File: config.mk
export PLATFORM = sky130hd
export DESIGN_NAME = mux2_rr_arbiter
export DESIGN_NICKNAME = d
export VERILOG_FILES = /design/src/rtl/mux2_rr_arbiter.sv
export SDC_FILE = /design/constraint.sdc
export NUM_CORES = 1
export LEC_CHECK = 0
export CAP_MARGIN = 40
export CORE_ASPECT_RATIO = 1.4
export CORE_MARGIN = 3
export CORE_UTILIZATION = 25
export DETAILED_ROUTE_END_ITERATION = 6
export DONT_BUFFER_PORTS = 1
export SETUP_SLACK_MARGIN = 0.15
export SKIP_LAST_GASP = 1
export SLEW_MARGIN = 15
export SYNTH_ARGS = -nofsm -noshare
export SYNTH_HDL_FRONTEND = slang
export SYNTH_SLANG_ARGS = --single-unit
File: constraint.sdc
create_clock -name clk -period 0.9 [get_ports clk]
set_input_delay 0.045 -clock clk [delete_from_list [all_inputs] [get_ports clk]]
set_output_delay 0.045 -clock clk [all_outputs]
set_load 0.1 [all_outputs]
File: src/rtl/mux2_rr_arbiter.sv
// Two-source valid/ready arbiter feeding one registered output stage, round-robin on contention.
// Build option: define MUX2_ARB_FIXED_PRIO_EN for fixed priority (a always wins, b may starve).
module mux2_rr_arbiter #(
  parameter int WIDTH = 8
) (
  input  logic             clk,
  input  logic             rst,
  input  logic             a_valid,
  input  logic [WIDTH-1:0] a_data,
  output logic             a_ready,
  input  logic             b_valid,
  input  logic [WIDTH-1:0] b_data,
  output logic             b_ready,
  output logic             out_valid,
  output logic [WIDTH-1:0] out_data,
  output logic             out_sel,
  input  logic             out_ready
);

  logic             out_valid_q;
  logic             out_sel_q;
  logic [WIDTH-1:0] out_data_q;

  logic             load_en;
  logic             grant_valid;
  logic             grant_idx;
  logic             accept;

  // The output register can take a new beat when empty or being drained this cycle.
  assign load_en = !out_valid_q || out_ready;

`ifdef MUX2_ARB_FIXED_PRIO_EN
  always_comb begin
    grant_valid = a_valid || b_valid;
    grant_idx   = !a_valid;
  end
`else
  logic last_grant_q;

  always_comb begin
    grant_valid = a_valid || b_valid;
    if (a_valid && b_valid) begin
      grant_idx = !last_grant_q;
    end else begin
      grant_idx = !a_valid;
    end
  end

  // Priority only moves on a real grant, so an idle source never shifts the turn.
  always_ff @(posedge clk) begin
    if (rst) begin
      last_grant_q <= 1'b1;
    end else if (load_en && grant_valid) begin
      last_grant_q <= grant_idx;
    end
  end
`endif

  assign accept  = !rst && load_en && grant_valid;
  assign a_ready = accept && !grant_idx;
  assign b_ready = accept && grant_idx;

  always_ff @(posedge clk) begin
    if (rst) begin
      out_valid_q <= 1'b0;
      out_sel_q   <= 1'b0;
      out_data_q  <= '0;
    end else if (load_en) begin
      if (grant_valid) begin
        out_valid_q <= 1'b1;
        out_sel_q   <= grant_idx;
        out_data_q  <= grant_idx ? b_data : a_data;
      end else begin
        out_valid_q <= 1'b0;
      end
    end
  end

  assign out_valid = out_valid_q;
  assign out_data  = out_data_q;
  assign out_sel   = out_sel_q;

endmodule

==> results.md <==
* Clk slew on worst S/H paths at 80 ps
* Via-to-Cell Ratio at 5.57
* Top_reg_cell synth: dfxtp_1
* Clock skew at 3.56 ps
* Via count at 718
* Die Ht at 62.8 um
* Failing checks: negative hold slack, negative setup slack
* First-pass GRT wire length at 3530 um
* DR WL/cell at 17.7 um
* Setup violations, final at 13
* Top cell type's share of synthesized area at 38.2%
* Maximum vdd drop at 0.000742 V
* CTS Sinks at 11
* GPL Wtd Cong at 0.751
* Syn Nets at 87
* Worst setup path class: flop to primary output
* Unrepaired setup endpoints after global routing: yes
* Worst-margin pin slew at 587 ps
* FF+latch count, synth at 11
* Pre-antenna DRT Iters at 4
* Area after DPL at 805 um^2
* Run status: complete, but fails checks
* Post-synthesis sequential area ratio at 38.2%
* Starting DRC count in detailed routing at 12
* Leakage at 0.000515 uW
* Final Cycle Share at 141%
* Net count, final at 130
* # DRC at 0
* Top cells by area, synth: dfxtp_1, a311oi_2, a21oi_1
* Layout overhead on the synthesized area at 125%
* Largest net degree at the start of global routing at 12
* Tot GR Track Use at 16.8%
* Mapped Cells at 66
* Slew headroom at 60.7%
* Hold Slack at -48.6 ps
* Ports at 33
* PortBufs at 0
* Setup ws final at -372 ps
* Die area at 0.00293 mm^2
* Core Rows at 19
* Clk_lat worst skew at 270 ps
* Hold Violations, Final at 2
* DRT Wirelength at 2290 um
* Max-cap violations at 0
* Fin crit period at 1270 ps
* Total design power at 1840 uW
* Post-synth ARST share at 0%
* PD cells at 1420 mW/mm^2
* Slew Viols, Final at 0
* Clock tree buffer depth at 2
* Most frequent cells after synthesis: a21oi_1, dfxtp_1, nand3_1
* Syn Area/Cell at 8.74 um^2
* Share of cells above drive strength 1 at 63.0%
* Initial antenna violation count at 0
* Initial Util at 27.9%
* Synth Warn # at 0
* CP Capture Type: primary output
* Yosys cell types at 22
* Die X at 46.6 um
* Top cell type by total area after synthesis: dfxtp_1
* Antenna Nets Post-Route at 0
* Critical path data arrival time at 1230 ps
* Detail Placement HPWL at 1310 um
* Ant. Diodes at 0
* Mapped Area at 577 um^2
* Global route overflow at 0
* Num CTS Buffers at 3
* HP Class: input pin to flop
* Final cell count without fillers at 129
* FMAX at 0.786 GHz
* Critical Path RT at 850 ps
* Vias in the first global route at 747
* CP Launch Type: flop
* Final instance area at 0.00129 mm^2
* Root buffer cell: clkbuf_4
* CP max FO at 2
* Placed Cells at 102
* Post-synth EDFFs at 0
* H-tree depth at 1
* CTS tree: done
* Core footprint at 0.00207 mm^2
==> registers in the layout (all words and copies together) (netlist names) <==
register      count
last_grant_q      1
out_data          8
out_sel           1
out_valid         1
==> layer usage <==
layer	global-route usage, %	vias to the layer above	wire (um)
met5	0	-	0
met4	11.7	0	72
met3	2.59	6	126
met2	26.0	26	1230
met1	19.9	348	858
li1	-	338	-
==> what timing repair did <==
| item | 4_1_cts | 5_1_grt |
|---|---|---|
| pin swaps | 11 | 9 |
| resized for setup | 54 | 13 |
| setup endpoints to repair | 23 | 23 |
| setup buffers | 4 | 2 |
| hold buffers | 15 | 1 |
| hold endpoints to repair | 11 | 3 |
| gates cloned | 1 | 0 |
==> final cells by class <==
class	count	area (um^2)
fillers	153	773
flip-flops and latches	11	239
inverters	1	3.75
clock buffers	4	26.3
repair buffers	44	553
multi-input cells	48	447
well taps	21	26.3
==> worst paths after layout <==
kind / from / to / slack [ps] / cells past startpoint
setup / recovery: last_grant_q$_SDFFE_PP1P_ / b_ready / -370 / 4
hold reg to reg: out_data[6]$_SDFFE_PP0P_ / out_data[6]$_SDFFE_PP0P_ / 550 / 2
setup reg to reg: last_grant_q$_SDFFE_PP1P_ / out_data[2]$_SDFFE_PP0P_ / -360 / 6
hold / removal: a_data[6] / out_data[6]$_SDFFE_PP0P_ / -50 / 2
==> cells by family (layout without fill, tap and decap cells) <==
group	Yosys count	in the layout	share of synthesized area, %
compound gates	28	28	36.4
buf+inv	7	49	6.50
flops	11	11	38.2
simple gates	20	20	18.9
==> stage by stage <==
step,hold slack (ps),worst slack [ps],TNS [ps],util [%]
after detailed placement,109,-205,-2060,38.9
after floorplan,105,-751,-3800,-
after CTS,-44.7,-366,-3110,58.6
final,-48.6,-372,-3760,62.6
after global placement,108,-144,-1480,38.9
after global routing,-45.2,-448,-4590,62.6
==> report_power, final <==
part           internal, uW  total [uW]  leakage (uW)  switching, uW
Clock                   172         349     0.0000150            178
Sequential              539         586     0.0000946           46.7
Combinational           381         910      0.000405            529
Total                  1090        1840      0.000515            753
==> placed cells by master, fill, tap and decap left out <==
cell / netlist / routed
and3_4: 0 / 1
clkbuf_4: 0 / 3
inv_1: 1 / 1
a21oi_2: 0 / 1
buf_12: 0 / 12
nor3_2: 0 / 1
dfxtp_2: 0 / 9
o21ai_1: 1 / 2
buf_4: 0 / 8
nand3_2: 0 / 3
o21ai_0: 7 / 1
o21ai_2: 0 / 4
or2_1: 1 / 1
buf_6: 1 / 8
nor2b_4: 0 / 1
nand2_4: 0 / 2
nor3_4: 0 / 1
dlygate4sd3_1: 0 / 15
nor3b_4: 0 / 1
clkbuf_1: 1 / 1
dlymetal6s4s_1: 0 / 1
o21ai_4: 0 / 1
and2_4: 1 / 1
nand3_4: 0 / 1
o21bai_1: 1 / 1
nand2b_4: 0 / 2
a21oi_1: 11 / 10
nand3_1: 8 / 4
dfxtp_4: 0 / 2
nor2_1: 1 / 1
a311oi_2: 6 / 6
a311oi_1: 2 / 2
==> worst max-delay path: stages (launching register included) <==
cell,delay (ps)
dfxtp_2,320
nand2b_4,140
nand2_4,70
nor3b_4,210
buf_12,200
Power figures use the tool's default switching activity.
